File: config.mk
export PLATFORM = sky130hd
export DESIGN_NAME = conversor_bcd_flat
export DESIGN_NICKNAME = d
export VERILOG_FILES = /design/src/rtl/conversor_bcd_if.sv /design/src/rtl/conversor_bcd.sv /design/src/flat_wrapper.sv
export SDC_FILE = /design/constraint.sdc
export NUM_CORES = 1
export LEC_CHECK = 0
export ABC_AREA = 0
export CAP_MARGIN = 30
export CORE_ASPECT_RATIO = 1.2
export CORE_UTILIZATION = 50
export DETAILED_ROUTE_END_ITERATION = 8
export GPL_TIMING_DRIVEN = 0
export HOLD_SLACK_MARGIN = 0.12
export PLACE_DENSITY = 0.73
export SYNTH_ARGS = -nofsm -noshare
export SYNTH_HDL_FRONTEND = slang
export SYNTH_SLANG_ARGS = --single-unit
export TNS_END_PERCENT = 10
File: constraint.sdc
create_clock -name Clock -period 5.6 [get_ports Clock]
set_input_delay 0.56 -clock Clock [delete_from_list [all_inputs] [get_ports Clock]]
set_output_delay 0.56 -clock Clock [all_outputs]
set_load 0.01 [all_outputs]
File: src/rtl/conversor_bcd_if.sv
// Start/Ready handshake bundle between the multiplier side and conversor_bcd.
// The Signo wire exists only when BCD_SIGNO_EN is defined.
interface conversor_bcd_if #(
  parameter int N_BITS    = 17,
  parameter int N_DIGITOS = 6
);
  logic                   Start;
  logic [N_BITS-1:0]      Binario;
  logic                   Ready;
  logic                   Ocupado;
  logic [4*N_DIGITOS-1:0] Bcd;
  logic                   Desborde;
`ifdef BCD_SIGNO_EN
  logic                   Signo;
`endif

  modport master (
    output Start, Binario,
    input  Ready, Ocupado, Bcd, Desborde
`ifdef BCD_SIGNO_EN
    , input Signo
`endif
  );

  modport slave (
    input  Start, Binario,
    output Ready, Ocupado, Bcd, Desborde
`ifdef BCD_SIGNO_EN
    , output Signo
`endif
  );
endinterface

File: src/rtl/conversor_bcd.sv
// Sequential binary-to-BCD converter (shift-add-3), one bit per clock.
// Define BCD_SIGNO_EN to treat Binario as two's complement and drive Signo.
module conversor_bcd #(
  parameter int N_BITS    = 17,
  parameter int N_DIGITOS = 6
) (
  input  logic            Clock,
  input  logic            Reset,
  conversor_bcd_if.slave  bus
);

  localparam int CW = $clog2(N_BITS + 1);
  localparam int BW = 4 * N_DIGITOS;

  typedef enum logic [1:0] {IDLE, CONVIERTE, LISTO} estado_t;

  estado_t           estado_reg;
  logic [N_BITS-1:0] bin_reg;
  logic [BW-1:0]     bcd_sr_reg;
  logic [CW-1:0]     cnt_reg;
  logic              ovf_reg;
  logic [BW-1:0]     bcd_reg;
  logic              ready_reg;
  logic              ocupado_reg;
  logic              desborde_reg;
  logic [BW-1:0]     bcd_adj;
  logic [N_BITS-1:0] operando;

  // Add-3 correction applied to every digit in parallel before the shift.
  genvar gi;
  generate
    for (gi = 0; gi < N_DIGITOS; gi++) begin : g_ajuste
      assign bcd_adj[4*gi +: 4] = (bcd_sr_reg[4*gi +: 4] >= 4'd5)
                                  ? bcd_sr_reg[4*gi +: 4] + 4'd3
                                  : bcd_sr_reg[4*gi +: 4];
    end
  endgenerate

`ifdef BCD_SIGNO_EN
  logic signo_reg;

  // N_BITS-bit unsigned magnitude: the most negative value maps to 2^(N_BITS-1).
  assign operando = bus.Binario[N_BITS-1] ? ({N_BITS{1'b0}} - bus.Binario)
                                          : bus.Binario;
  assign bus.Signo = signo_reg;

  always_ff @(posedge Clock or negedge Reset) begin
    if (!Reset) begin
      signo_reg <= 1'b0;
    end else if (bus.Start && (estado_reg != CONVIERTE)) begin
      signo_reg <= bus.Binario[N_BITS-1];
    end
  end
`else
  assign operando = bus.Binario;
`endif

  always_ff @(posedge Clock or negedge Reset) begin
    if (!Reset) begin
      estado_reg   <= IDLE;
      bin_reg      <= '0;
      bcd_sr_reg   <= '0;
      cnt_reg      <= '0;
      ovf_reg      <= 1'b0;
      bcd_reg      <= '0;
      ready_reg    <= 1'b0;
      ocupado_reg  <= 1'b0;
      desborde_reg <= 1'b0;
    end else begin
      case (estado_reg)
        IDLE, LISTO: begin
          if (bus.Start) begin
            bin_reg     <= operando;
            bcd_sr_reg  <= '0;
            cnt_reg     <= CW'(N_BITS);
            ovf_reg     <= 1'b0;
            ready_reg   <= 1'b0;
            ocupado_reg <= 1'b1;
            estado_reg  <= CONVIERTE;
          end
        end
        CONVIERTE: begin
          if (cnt_reg != '0) begin
            // The top digit's MSB leaves the register here: that is the overflow.
            {bcd_sr_reg, bin_reg} <= {bcd_adj[BW-2:0], bin_reg, 1'b0};
            ovf_reg               <= ovf_reg | bcd_adj[BW-1];
            cnt_reg               <= cnt_reg - CW'(1);
          end else begin
            bcd_reg      <= bcd_sr_reg;
            desborde_reg <= ovf_reg;
            ready_reg    <= 1'b1;
            ocupado_reg  <= 1'b0;
            estado_reg   <= LISTO;
          end
        end
        default: begin
          estado_reg  <= IDLE;
          ready_reg   <= 1'b0;
          ocupado_reg <= 1'b0;
        end
      endcase
    end
  end

  assign bus.Ready    = ready_reg;
  assign bus.Ocupado  = ocupado_reg;
  assign bus.Bcd      = bcd_reg;
  assign bus.Desborde = desborde_reg;

endmodule
File: src/flat_wrapper.sv
// flat-port wrapper written by rule: the top's interface ports become plain ports
module conversor_bcd_flat 
#(
  parameter int N_BITS    = 17,
  parameter int N_DIGITOS = 6
)
  (Clock, Reset, bus_Start, bus_Binario, bus_Ready, bus_Ocupado, bus_Bcd, bus_Desborde);
  conversor_bcd_if #(.N_BITS(N_BITS), .N_DIGITOS(N_DIGITOS)) bus_i ();
  input  logic Clock;
  input  logic Reset;
  input wire logic [$bits(bus_i.Start)-1:0] bus_Start;
  input wire logic [$bits(bus_i.Binario)-1:0] bus_Binario;
  output wire logic [$bits(bus_i.Ready)-1:0] bus_Ready;
  output wire logic [$bits(bus_i.Ocupado)-1:0] bus_Ocupado;
  output wire logic [$bits(bus_i.Bcd)-1:0] bus_Bcd;
  output wire logic [$bits(bus_i.Desborde)-1:0] bus_Desborde;
  assign bus_i.Start = bus_Start;
  assign bus_i.Binario = bus_Binario;
  assign bus_Ready = bus_i.Ready;
  assign bus_Ocupado = bus_i.Ocupado;
  assign bus_Bcd = bus_i.Bcd;
  assign bus_Desborde = bus_i.Desborde;
  conversor_bcd #(.N_BITS(N_BITS), .N_DIGITOS(N_DIGITOS)) u_core (.Clock(Clock), .Reset(Reset), .bus(bus_i));
endmodule
Yosys cells after proc, flatten, opt, wreduce, memory -nomap -nowiden
Cells that the tools add are included.

word-level totals
  register bits = 76
  output and inout bits = 27
  input bits = 20
  logic and storage cells = 62

cells by class
  bitwise gates (word level) = 2
  add/sub/neg operators = 7
  $lt $le $gt $ge = 6
  reduce and logical (&&, ||, !) cells = 7
  equal/unequal tests = 5
  multiplexer cells = 26

operators by type and width
  cell                                                                    count
  24-bit two-way mux                                                      2
  24-bit one-hot mux with 2 select lines                                  1
  17-bit two-way mux                                                      2
  17-bit one-hot mux with 2 select lines                                  1
  4-bit by 2-bit adder with 4-bit output (second input constant)          6
  4-bit by 3-bit >= comparator with 1-bit output (second input constant)  6
  4-bit two-way mux                                                       6
  5-bit two-way mux                                                       2
  5-bit one-hot mux with 2 select lines                                   1
  1-bit one-hot mux with 2 select lines                                   3
  1-bit two-way mux                                                       5
  5-bit nonzero test                                                      1
  5-bit by 1-bit subtractor with 5-bit output (second input constant)     1
  2-bit two-way mux                                                       2
  2-bit != test (second input constant)                                   2
  2-bit one-hot mux with 2 select lines                                   1
  2-bit AND reduction                                                     2
  3-bit AND reduction                                                     1
  2-bit by 1-bit == test with 1-bit output (second input constant)        1
  2-bit == test (second input constant)                                   1
  2-bit zero test                                                         1
  2-bit by 1-bit != test with 1-bit output (second input constant)        1
  2-bit nonzero test                                                      1
  2-bit OR reduction                                                      1
  other kinds (2)                                                         2

Logic depth before layout (Yosys ltp)
  word-level depth = 5
  gate-level depth with buffers = 8
  depth with buffers taken out = 6

Worst setup path after synthesis
No wires, ideal clock.

  kind = register to register
  start point = reg u_core.cnt_reg[0]
  end point = reg u_core.bcd_reg[10] (netlist: u_core.bus.Bcd[10])
  slack = 3722 ps
  arrival = 1753 ps
  cell stages (with the launch flop) = 7
  period minus slack after synthesis = 1878 ps
  cells stage by stage = dfrtp_1 -> inv_1 -> ha_1 -> or3b_1 -> or3_4 -> buf_6 -> mux2_4

on the way
  longest elaborated chain between the ends = 3

ends and longest elaborated chain
  what                           line                 RTL
  start: declaration             conversor_bcd.sv:20  logic [CW-1:0] cnt_reg;
  start signal: assignment       conversor_bcd.sv:75  cnt_reg <= CW'(N_BITS);
  start signal: assignment       conversor_bcd.sv:87  cnt_reg <= cnt_reg - CW'(1);
  5-bit nonzero test             conversor_bcd.sv:83  if (cnt_reg != '0) begin
  1-bit inverter (no line)       --
  2-bit AND reduction (no line)  --
  end signal: assignment         conversor_bcd.sv:89  bcd_reg <= bcd_sr_reg;
  end: declaration               conversor_bcd.sv:22  logic [BW-1:0] bcd_reg;

Every way passes these cells.
A chain may end at the register's enable or synchronous reset.

Final worst setup path
  start point = reg u_core.cnt_reg[0]
  end point = reg u_core.bcd_sr_reg[18]

on the way
  longest elaborated chain between the ends = 3

ends and longest elaborated chain
  what                                                line                 RTL
  5-bit nonzero test                                  conversor_bcd.sv:83
  2-bit by 1-bit != test with 1-bit output (no line)  --
  3-bit AND reduction (no line)                       --
  end signal: assignment                              conversor_bcd.sv:85  {bcd_sr_reg, bin_reg} <= {bcd_adj[BW-2:0], bin_reg, 1'b0};
  end: declaration                                    conversor_bcd.sv:19  logic [BW-1:0] bcd_sr_reg;

Every way passes these cells.

==> flow_metrics.py <==
metrics = {
    "timing": {
        "max_freq_ghz": 0.4811,
        "tightest_slew_ns": 0.8695,
        "rsz0062_at_grt": "false",
        "hold_viol": 0,
        "whs_ns": 0.1467,
        "skew_ns": 0.006296,
        "maxSlewViolCount": 0,
        "setup_tns_ns": 0,
        "maxSlewHeadroom_pct": 41.82,
        "timing.final.crit_share_pct": 37.11,
        "fin_crit_ns": 2.078,
        "setup_viol": 0,
    },
    "setup_path": {
        "worst-r2r-setup-slack_ns": 3.52,
        "crit_family": "buffers and inverters",
        "path_common_cell": "buf_2",
        "crit_arrival_ns": 2.32,
        "reg2reg_depth": 8,
        "max_stage_delay_ns": 0.41,
        "r2r-end": "u_core.bcd_sr_reg[18]",
        "reg2reg_from": "u_core.cnt_reg[0]",
        "path_max_fanout": 10,
        "crit_chain": "inv_1, ha_1, or3b_1, o21ai_1, buf_2, buf_2, nand3_1, o21ai_0",
        "end_kind": "flip-flop",
        "path_depth": 8,
        "slowest_stage": "dfrtp_1",
        "worstSetupStartpointType": "flip-flop",
        "critPathKind": "flip-flop to flip-flop",
        "required_ns": 5.84,
        "path_buf_inv": 3,
        "cp-startpoint": "u_core.cnt_reg[0]",
    },
    "floorplan": {
        "io_pins": 47,
        "die_w_um": 78.74,
        "die_y_um": 94.09,
        "core.rowCount": 33,
        "start_util_pct": 51.55,
        "core_sq_mm": 0.006854,
        "dieArea_sq_mm": 0.007408,
    },
    "drt": {
        "postRouteAntennaNets": 0,
        "wl_mm": 7.191,
        "via_per_inst": 5.479,
        "drtIter0Drc": 158,
        "wl_per_cell_um": 14.53,
        "drc": 0,
        "vias": 2712,
        "firstDrtPassIters": 4,
    },
    "finish": {
        "multiInputGateArea_sq_mm": 0.001498,
        "diodes": 0,
        "drive_gt1_share_pct": 10.05,
        "fin_cells": 495,
        "nets": 436,
        "area.sequential_sq_mm": 0.001877,
        "area_delta_synth_final_pct": 22.13,
        "utilization_pct": 62.96,
        "fillers": 596,
    },
    "placement": {
        "hpwlAfterDp_mm": 5.010,
        "place.gp.congestion": 0.8097,
        "port_buffers": 46,
        "dp.cells": 479,
    },
    "clock_tree": {
        "clk_path_buf_depth": 2,
        "cts_sinks": 75,
        "cts_tree": "done",
        "cts_root_buffer": "clkbuf_8",
        "postCtsResizedCells": 0,
        "clk_latency_ns": 0.33,
        "htree_num_levels": 3,
        "cts_hold_buf": 0,
        "post_cts_buffers": 0,
        "cts_made_buffers": 9,
        "path_clk_slew_ns": 0.07,
    },
    "synthesis": {
        "synth-async-reset-ratio_pct": 100.0,
        "synth_top_area_share_pct": 53.12,
        "synth_top_area_cell": "dfrtp_1",
        "ys.flop_type": "dfrtp_1",
        "yosysWarnings": 0,
        "synth_edf_count": 0,
        "ys_seq_area_share_pct": 53.12,
        "yosys-top-cells-area": "dfrtp_1 53%, mux2_4 5.5%, nand2_1 5.5%",
        "synth_area_sq_mm": 0.003533,
        "synth_area_per_cell_sq_um": 10.24,
        "synthCells": 345,
        "ys_ff_latch": 75,
        "syn_nets": 378,
        "yosys.cell_types.count": 27,
    },
    "run": {
        "cap_violations": 0,
    },
    "pwr": {
        "vdd_drop_max_v": 0.0003265,
        "power_frac_comb_pct": 46.6,
        "internal_power_mw": 1.584,
        "netSwitchingFraction_pct": 38.94,
        "p_leak_nw": 1.937,
        "power-per-cell-area_mw_per_mm2": 601.0,
        "clkPwrFrac_pct": 15.8,
        "p_seq_share_pct": 37.6,
        "power.switching_mw": 1.010,
    },
    "global_routing": {
        "grt_pass1_vias": 2625,
        "track_usage_pct": 21.51,
        "grt_pass1_wl_mm": 12.25,
        "overflow": 0,
        "grt_max_degree": 48,
        "antenna_found_initial": 0,
    },
    "outcome": {
        "status": "finished clean",
    },
    "min_path": {
        "min_path_type": "primary input to async pin",
    },
}
layer usage:
metal / part of all wire (%) / global-route usage (%)
met5: 0 / 0
met1: 47 / 27.90
met4: 1.3 / 9.722
met2: 47 / 34.93
met3: 3.7 / 3.883
placed cells by master (no fill, tap or decap), drive strengths merged, types with 9 or more instances in the layout:
cell type,n
o21ai,44
inv,15
nand3,20
a31oi,16
a21oi,12
nor2,18
buf,9
nand2b,9
nand2,52
clkdlybuf4s50,45
ha,13
mux2,19
dfrtp,75
clkbuf,27
logic make-up (layout without fill, tap and decap cells):
logic type | Yosys count | after routing | synth area share (%)
DFF | 75 | 75 | 53.12
muxes | 21 | 21 | 8.003
adders and majority gates | 13 | 13 | 4.604
AOI/OAI and AO/OA | 85 | 85 | 13.95
buffers and inverters | 35 | 98 | 4.497
and+or+nand+nor | 110 | 110 | 14.34
xor gates and xnor gates | 6 | 6 | 1.487
cell type report:
cell class	count	area share, %
Sequential cell	75	43.49
Clock buffer	14	3.537
Timing Repair Buffer	47	11.25
Inverter	15	1.305
Tap cell	87	2.522
Multi-Input combinational cell	235	34.71
Buffer	20	2.377
Clock inverter	2	0.8118
worst register-to-register path, stage by stage, from the launching register on:
cell     delay, ns
dfrtp_1       0.41
inv_1         0.07
ha_1          0.17
or3b_1        0.38
o21ai_1       0.22
buf_2         0.28
buf_2         0.26
nand3_1       0.09
o21ai_0       0.11
through the flow:
step,area [sq um],setup slack [ns],power (mW)
finish,4315,3.522,2.594
global route,4315,3.347,2.806
CTS,4315,3.511,2.607
detailed placement,4128,3.289,2.201
global placement,4103,1.346,2.144
floorplan,3533,3.722,1.782
power by group through the flow:
stage	combinational, mW	clock, mW	sequential [mW]
finish	1.21	0.409	0.975
global route	1.36	0.436	1.01
CTS	1.22	0.413	0.973
detailed placement	1.22	0	0.984
global placement	1.17	0	0.969
floorplan	0.812	0	0.970
synth_stat cells, types with 7 or more instances:
library cell  instances
nor2_1               18
nand3_1              20
nand2b_1              9
a31oi_1              16
dfrtp_1              75
o21ai_0              37
inv_1                15
ha_1                 13
o21ai_1               7
clkbuf_1             13
a21oi_1              12
mux2_4               13
nand2_1              52
worst max path at each step:
stage / end / slack (ns)
after floorplan: u_core.bus.Bcd[10] / 3.72
after global placement: u_core.bin_reg[10] / 1.35
after detailed placement: u_core.bcd_sr_reg[3] / 3.29
after CTS: u_core.bcd_sr_reg[18] / 3.51
after global routing: u_core.bcd_sr_reg[18] / 3.35
final: u_core.bcd_sr_reg[18] / 3.52
No activity file was read; power rests on OpenSTA's default activity.
